<file path="src/rtl/mz_gvram_pkg.sv">
// rtl/mz_gvram_pkg.sv - MZ-80B GVRAM raster geometry shared by the video blocks
package mz_gvram_pkg;

    localparam int H_ACTIVE = 320;
    localparam int H_FP     = 16;
    localparam int H_SYNC   = 32;
    localparam int H_BP     = 56;
    localparam int H_TOTAL  = H_ACTIVE + H_FP + H_SYNC + H_BP;

    localparam int V_ACTIVE = 200;
    localparam int V_FP     = 22;
    localparam int V_SYNC   = 4;
    localparam int V_BP     = 36;
    localparam int V_TOTAL  = V_ACTIVE + V_FP + V_SYNC + V_BP;

    localparam int BYTES_PER_LINE = H_ACTIVE / 8;
    localparam int GVRAM_BYTES    = BYTES_PER_LINE * V_ACTIVE;
    localparam int ADDR_W         = 13;

endpackage

</file>
<file path="src/rtl/mz_edge_det.sv">
// rtl/mz_edge_det.sv - one-flop rising-edge detector turning the divider square wave into dot_en
module mz_edge_det (
    input  logic clk,
    input  logic rst_n,
    input  logic din,
    output logic pulse
);

    logic din_q;

    always_ff @(posedge clk or negedge rst_n) begin
        if (!rst_n) din_q <= 1'b0;
        else        din_q <= din;
    end

    assign pulse = din & ~din_q;

endmodule

</file>
<file path="src/rtl/mz_video_timing.sv">
// rtl/mz_video_timing.sv - raster counters, sync/blank decode and GVRAM byte fetch addressing
// Optional MZ_VTIMING_VBLK_PULSE_EN enables the vblk_start strobe at the start of vertical blank.
module mz_video_timing
    import mz_gvram_pkg::*;
#(
    parameter int H_ACTIVE = mz_gvram_pkg::H_ACTIVE,
    parameter int H_FP     = mz_gvram_pkg::H_FP,
    parameter int H_SYNC   = mz_gvram_pkg::H_SYNC,
    parameter int H_BP     = mz_gvram_pkg::H_BP,
    parameter int V_ACTIVE = mz_gvram_pkg::V_ACTIVE,
    parameter int V_FP     = mz_gvram_pkg::V_FP,
    parameter int V_SYNC   = mz_gvram_pkg::V_SYNC,
    parameter int V_BP     = mz_gvram_pkg::V_BP,
    parameter int ADDR_W   = mz_gvram_pkg::ADDR_W
) (
    input  logic              clk,
    input  logic              rst_n,
    input  logic              div_in,
    output logic              hsync_n,
    output logic              vsync_n,
    output logic              blank,
    output logic              byte_ld,
    output logic [ADDR_W-1:0] gvram_addr,
    output logic              vblk_start
);

    localparam int H_TOT = H_ACTIVE + H_FP + H_SYNC + H_BP;
    localparam int V_TOT = V_ACTIVE + V_FP + V_SYNC + V_BP;
    localparam int HW    = $clog2(H_TOT);
    localparam int VW    = $clog2(V_TOT);

    localparam logic [HW-1:0] H_LAST = HW'(H_TOT - 1);
    localparam logic [HW-1:0] H_ACT  = HW'(H_ACTIVE);
    localparam logic [HW-1:0] HS_BEG = HW'(H_ACTIVE + H_FP);
    localparam logic [HW-1:0] HS_END = HW'(H_ACTIVE + H_FP + H_SYNC);
    localparam logic [VW-1:0] V_LAST = VW'(V_TOT - 1);
    localparam logic [VW-1:0] V_ACT  = VW'(V_ACTIVE);
    localparam logic [VW-1:0] VS_BEG = VW'(V_ACTIVE + V_FP);
    localparam logic [VW-1:0] VS_END = VW'(V_ACTIVE + V_FP + V_SYNC);

    if (H_ACTIVE % 8 != 0) begin : g_h_active_check
        $error("H_ACTIVE must be a multiple of 8");
    end

    logic              dot_en;
    logic              dot_d;
    logic              run;
    logic [HW-1:0]     hcnt;
    logic [VW-1:0]     vcnt;
    logic [ADDR_W-1:0] addr;
    logic              h_wrap;
    logic              v_wrap;
    logic              in_act;
    logic              fetch;

    mz_edge_det u_edge (
        .clk   (clk),
        .rst_n (rst_n),
        .din   (div_in),
        .pulse (dot_en)
    );

    assign h_wrap = (hcnt == H_LAST);
    assign v_wrap = (vcnt == V_LAST);
    assign in_act = (hcnt < H_ACT) && (vcnt < V_ACT);
    assign fetch  = in_act && (hcnt[2:0] == 3'd0);

    // The first dot after reset lands on (0,0) rather than advancing past it.
    always_ff @(posedge clk or negedge rst_n) begin
        if (!rst_n) begin
            dot_d <= 1'b0;
            run   <= 1'b0;
            hcnt  <= '0;
            vcnt  <= '0;
            addr  <= '0;
        end else begin
            dot_d <= dot_en;
            if (dot_en) begin
                run <= 1'b1;
                if (run) begin
                    if (h_wrap) begin
                        hcnt <= '0;
                        vcnt <= v_wrap ? '0 : vcnt + 1'b1;
                    end else begin
                        hcnt <= hcnt + 1'b1;
                    end
                end
            end
            if (dot_en && run && h_wrap && v_wrap) addr <= '0;
            else if (dot_d && fetch)                addr <= addr + 1'b1;
        end
    end

    // Outputs decode the position one clk after dot_en moved the counters.
    always_ff @(posedge clk or negedge rst_n) begin
        if (!rst_n) begin
            hsync_n    <= 1'b1;
            vsync_n    <= 1'b1;
            blank      <= 1'b1;
            byte_ld    <= 1'b0;
            gvram_addr <= '0;
        end else begin
            byte_ld <= dot_d && fetch;
            if (dot_d) begin
                blank   <= !in_act;
                hsync_n <= !((hcnt >= HS_BEG) && (hcnt < HS_END));
                vsync_n <= !((vcnt >= VS_BEG) && (vcnt < VS_END));
                if (fetch) gvram_addr <= addr;
            end
        end
    end

`ifdef MZ_VTIMING_VBLK_PULSE_EN
    logic vblk_q;

    always_ff @(posedge clk or negedge rst_n) begin
        if (!rst_n) vblk_q <= 1'b0;
        else        vblk_q <= dot_d && (hcnt == '0) && (vcnt == V_ACT);
    end

    assign vblk_start = vblk_q;
`else
    assign vblk_start = 1'b0;
`endif

endmodule

</file>
<file path="config.mk">
export PLATFORM = sky130hd
export DESIGN_NAME = mz_video_timing
export DESIGN_NICKNAME = d
export VERILOG_FILES = /design/src/rtl/mz_gvram_pkg.sv /design/src/rtl/mz_edge_det.sv /design/src/rtl/mz_video_timing.sv
export SDC_FILE = /design/constraint.sdc
export NUM_CORES = 1
export LEC_CHECK = 0
export CAP_MARGIN = 20
export CELL_PAD_IN_SITES_DETAIL_PLACEMENT = 0
export CELL_PAD_IN_SITES_GLOBAL_PLACEMENT = 1
export CORE_ASPECT_RATIO = 0.5
export CORE_UTILIZATION = 45
export CTS_CLUSTER_DIAMETER = 100
export CTS_CLUSTER_SIZE = 12
export DETAILED_ROUTE_END_ITERATION = 12
export DONT_BUFFER_PORTS = 1
export PLACE_DENSITY = 0.72
export SYNTH_ARGS = -nofsm -noshare
export SYNTH_HDL_FRONTEND = slang
export SYNTH_SLANG_ARGS = --single-unit
</file>
<file path="constraint.sdc">
create_clock -name clk -period 6.2 [get_ports clk]
set_clock_uncertainty 0.2 [all_clocks]
set_input_delay 1.86 -clock clk [delete_from_list [all_inputs] [get_ports clk]]
set_output_delay 1.86 -clock clk [all_outputs]
set_load 0.05 [all_outputs]
</file>
### Word-level counts from Yosys, hierarchy flattened

Cells that the tools add are included.

| storage, ports and cells | value |
|---|---|
| register bits after elaboration | 51 |
| logic and storage cells | 44 |

| cells by class | value |
|---|---|
| $add $sub $neg | 3 |
| order comparisons | 6 |
| equal/unequal tests | 2 |
| multiplexer cells | 4 |
| bitwise logic cells | 2 |
| reductions and logical operators | 16 |

Operators by type and width:

| kind | number |
|---|---|
| $mux 13 | 2 |
| $add 9x1->9 const B | 2 |
| $eq 9x9->1 const B | 2 |
| $lt 9x8->1 const B | 2 |
| $lt 9x9->1 const B | 2 |
| $mux 9 | 2 |
| $add 13x1->13 const B | 1 |
| $ge 9x8->1 const B | 1 |
| $ge 9x9->1 const B | 1 |
| $logic_and 1x1->1 | 8 |
| $reduce_and 2->1 | 2 |
| $logic_not 1->1 | 3 |
| $logic_not 3->1 | 1 |
| $reduce_and 3->1 | 1 |
| $reduce_bool 2->1 | 1 |
| $and 1x1->1 | 1 |
| $not 1->1 | 1 |

### Logic depth before layout (Yosys ltp)

| depth | value |
|---|---|
| word-level depth | 6 |
| gate-level depth with buffers | 7 |
| mapped depth without buffers | 6 |

### Hierarchy

A second synthesis with hierarchy kept.

| unflattened totals | value |
|---|---|
| cells, all modules | 219 |
| area total of the unflattened synthesis | 2421.1 sq um |

By module, submodules not included:

| module | times used | cells each | area an instance (sq um) | seq. area each (sq um) |
|---|---|---|---|---|
| mz_video_timing | 1 | 217 | 2382.3 | 1255.0 |
| mz_edge_det | 1 | 2 | 38.8 | 25.0 |

### Worst setup path after synthesis

Ideal clock, no wire load.

| timing path | value |
|---|---|
| path type | input to register |
| from | input port div_in |
| to | register vcnt[4] |
| library setup time | 0.130 ns |
| arrival | 2.788 ns |
| setup slack | 3.082 ns |
| cell stages on the path | 5 |
| cell sequence | and4b_1 -> and4_1 -> buf_2 -> nand4_1 -> xnor2_1 |

| between the ends | value |
|---|---|
| word-level cells in the longest chain between the ends | 2 |

Ends and longest elaborated chain:

| item | line | RTL |
|---|---|---|
| start: declaration | mz_video_timing.sv:18 | `input logic div_in,` |
| $and 1x1->1 | mz_edge_det.sv:16 | `assign pulse = din & ~din_q;` |
| $reduce_and 3->1 (no source line) | -- |  |
| end signal: assignment | mz_video_timing.sv:83 | `vcnt <= v_wrap ? '0 : vcnt + 1'b1;` |
| end: declaration | mz_video_timing.sv:49 | `logic [VW-1:0] vcnt;` |

Every way passes these cells.
A chain may end at the register's enable or synchronous reset.

### Worst setup path in the final report

| timing path | value |
|---|---|
| from | input port div_in |
| to | register addr[3] |

| between the ends | value |
|---|---|
| word-level cells in the longest chain between the ends | 5 |
| elaborated cells on any way between the ends | 6 |
| those cells by class | mux: 1; bitwise: 1; reduce/logical: 4 |

Ends and longest elaborated chain:

| item | line | RTL |
|---|---|---|
| $and 1x1->1 * | mz_edge_det.sv:16 |  |
| $logic_and 1x1->1 * (3 in series) | mz_video_timing.sv:89 | `if (dot_en && run && h_wrap && v_wrap) addr <= '0;` |
| $mux 13 or $reduce_bool 2->1 (tied branches) | -- |  |
| end signal: assignment | mz_video_timing.sv:90 | `else if (dot_d && fetch) addr <= addr + 1'b1;` |
| end: declaration | mz_video_timing.sv:50 | `logic [ADDR_W-1:0] addr;` |

Mark *: on every way between the ends. The rest lies on a longest branch, timed or not.

==> results by group <==
Power and ir drop
  • Leak: 1.16 nW
  • Max IR drop VDD: approximately 160 uV
  • Power per Cell Area: approximately 260 mW/mm^2
  • Design Power: ~0.66 mW

Detailed routing
  • Starting DRT DRC Count: 31
  • Post-route ant nets: 0
  • First-pass iteration count of the detailed router: 4
  • Via-per-instance ratio: roughly 5.6
  • Routed wire length: 4.30 mm
  • Number of vias after detailed routing: 1,579
  • Average routed wire per standard cell: approximately 15 um
  • Remaining routing DRC violations: 0

STA
  • Hold slack final: 0.277 ns
  • Clock period minus final worst setup slack: roughly 3.2 ns
  • Max Transition Viols Final: 0
  • Setup repair after global routing missed its margin: false
  • Number of endpoints failing setup at the final stage: 0
  • Crit share post-route: 51.2%
  • Number of hold-slack violations in the final timing report: 0
  • Highest achievable clock rate: between 300 and 400 MHz
  • Sum of negative setup slack: 0 ns
  • Final worst setup slack: 3.02 ns

Floorplan
  • Site Rows: 18
  • DIE AREA: about 0.0057 mm^2
  • Die height: 53.7 um
  • Initial Util: a little under half
  • Area of the core: ~0.0050 mm^2
  • Number of ports placed on the die boundary: 21
  • X dimension of the die: between 100 and 150 um

Global routing
  • Overall routing resource usage: between 10% and 20%
  • Pin count of the biggest net entering global routing: 52
  • Number of global-route vias before repair: around 1,500
  • Initial antenna violation count: 0
  • Overflow after GRT: 0
  • First-pass GRT wire length: 7.05 mm

Logic synthesis
  • Flip-flop and latch count after synthesis: 51
  • Count of synthesis-stage warnings from yosys: 0
  • Syn_area_per_cell: approximately 12 um^2
  • Post-Syn Area: 0.00241 mm^2
  • Synth Net Count: roughly 220
  • Post-synthesis instance total: around 210
  • Number of distinct library cells after synthesis: 48
  • Sequential area share after synthesis: a little over half

Clocking
  • Cell at the root of the clock tree: sky130_fd_sc_hd__clkbuf_8
  • CTS HTree Levels: 2
  • Cts repair resizes: 0
  • Number of CTS-inserted buffers: 5
  • Count of buffers added by post-CTS timing repair for setup: 0
  • Hold-fix buffer count after cts: 0
  • Bufs on Longest Clock Path: 2
  • Clock latency on the worst-skew pair: roughly 0.3 ns
  • TritonCTS Sinks: between 50 and 60
  • Clock transition at the registers of the reported paths: roughly 0.090 ns
  • Clock tree from TritonCTS: built

Setup path
  • Crit path from: div_in
  • Worst Setup Path Type: input pin to flop
  • Start of the worst register-to-register path: vcnt[3]$_DFFE_PN0P_
  • Number of cell instances on the worst register-to-register path: 4
  • Max FO, Critical Path: 13
  • Count of buffering cells on the critical path with inverters included: 0
  • Cell chain of the critical path: and4b_1, and4_1, and2_2, nor2_1
  • Largest delay contributor family on the critical path: simple AND/OR/NAND/NOR gates
  • Number of cells on the critical path: 4
  • Critical path arrival: ~3.2 ns
  • Worst Setup EP: addr[3]$_DFFE_PN0P_
  • Slowest library cell on the worst path: sky130_fd_sc_hd__and4_1
  • Biggest cell delay along the critical path: between 0.5 and 0.6 ns
  • Critical path required time: roughly 6.2 ns
  • Slack of the worst reg-to-reg path: 3.92 ns
  • Kind of start point of the critical path: input pin
  • R2R Path End: addr[5]$_DFFE_PN0P_
  • CP Capture Type: flop

Finish
  • Area overhead of the layout relative to synthesis: 7.12%
  • Most frequent cells in the layout: 48 x sky130_fd_sc_hd__dfrtp_1, 16 x sky130_fd_sc_hd__nor2_1, 14 x sky130_fd_sc_hd__mux2_2
  • Antenna cells: 0
  • Share of final-layout standard cells stronger than drive strength 1: between 10% and 20%
  • Final design area excluding fillers: around 0.0026 mm^2
  • Nets@finish: between 200 and 250
  • Most common cell after layout, fill and taps aside: sky130_fd_sc_hd__dfrtp_1

Outcome
  • Outcome: finished clean

Placed design
  • Detail Placement HPWL: slightly below 3 mm
  • Routability Congestion: just under 0.8
  • Placement Setup Slack: 2.70 ns
  • Post-placement cell area: 0.00247 mm^2
  • Number of buffers added on ports: 0

Min path
  • Min-Delay Startpoint: u_edge.din_q$_DFF_PN0_
  • Worst min-delay path category: flop to flop

Job
  • Count of max-cap constraint violations: 0
==> how the worst min path moves through the flow <==
stage | end | slack (ns) | depth (start not counted)
floorplan | dot_d$_DFF_PN0_ | 0.22 | 1
global route | dot_d$_DFF_PN0_ | 0.29 | 1
global placement | dot_d$_DFF_PN0_ | 0.25 | 1
CTS | dot_d$_DFF_PN0_ | 0.28 | 1
detailed placement | dot_d$_DFF_PN0_ | 0.27 | 1
finish | dot_d$_DFF_PN0_ | 0.28 | 1
==> cells by family after synthesis <==
group / Yosys count / share of synthesized area (%)
flops: 51 / 53.2
fa+ha+maj: 5 / 2.60
compound gates: 32 / 8.94
mux: 16 / 7.38
xor+xnor: 16 / 5.82
simple gates: 77 / 19.8
buf+inv: 10 / 2.13
other cells: 1 / 0.156
==> metal layers <==
layer  vias up  track usage, %  part of all wire (%)
met2        20            28.4                    46
met4         0            2.11                  0.23
met1       792            21.2                    50
li1        765               -                     -
met3         2            5.21                   3.9
met5         -               0                     0
==> synthesized netlist by cell type (all sizes together) <==
master	number	area share, %
and4	3	1.1
or4b	1	0.42
conb	1	0.16
nand3	8	1.9
nor4	2	1.1
nand2	9	1.4
o21ai	7	1.6
a211o	1	0.36
and4b	2	0.83
nor3	2	0.42
a41oi	1	0.36
nand4	11	3.1
a31oi	1	0.26
inv	6	0.94
o311ai	1	1.1
or4	4	1.2
xor2	10	3.6
mux2i	2	0.83
dfstp	3	3.3
a21oi	13	2.7
mux2	14	6.5
o21a	1	0.31
or3	5	1.5
nor2b	2	0.52
o31ai	4	1.2
buf	4	1.2
o21bai	1	0.31
nor4b	1	0.36
or2	1	0.26
and2	3	0.83
ha	5	2.6
nor2	16	2.5
and3	6	1.7
and4bb	1	0.52
xnor2	6	2.2
a21o	1	0.31
o31a	1	0.36
dfrtp	48	50
==> power breakdown <==
| group | switching, mW | total, mW | internal, mW |
|---|---|---|---|
| registers | 0.0228 | 0.375 | 0.352 |
| logic | 0.0267 | 0.0532 | 0.0265 |
| clock network | 0.111 | 0.232 | 0.120 |
==> worst reg2reg max path, cell delays in order (launching register included) <==
cell and delay (ns):
sky130_fd_sc_hd__dfrtp_1 0.51, sky130_fd_sc_hd__o311ai_4 0.44, sky130_fd_sc_hd__nand4_1 0.39, sky130_fd_sc_hd__or3_2 0.53, sky130_fd_sc_hd__a21oi_1 0.15
==> flip-flops by register name, indices dropped and copies added, names as in the netlist, 9 cells and up <==
name        count
gvram_addr     13
hcnt            9
addr           13
vcnt            9
==> area by class of cell <==
cell class | instances | area (um^2)
clock buffers | 5 | 68.8
clock inverters | 3 | 43.8
fillers | 474 | 2470
inverters | 6 | 22.5
multi-input cells | 147 | 1080
flip-flops and latches | 51 | 1280
well taps | 70 | 87.6
==> per-stage QoR <==
stage / std cells / util (%)
6_report: 282 / 51.1
5_1_grt: 282 / 51.1
4_1_cts: 282 / 51.1
3_5_place_dp: 274 / 48.9
3_3_place_gp: 274 / 48.9
2_1_floorplan: 208 / -
(Power assumes the default switching activity.)
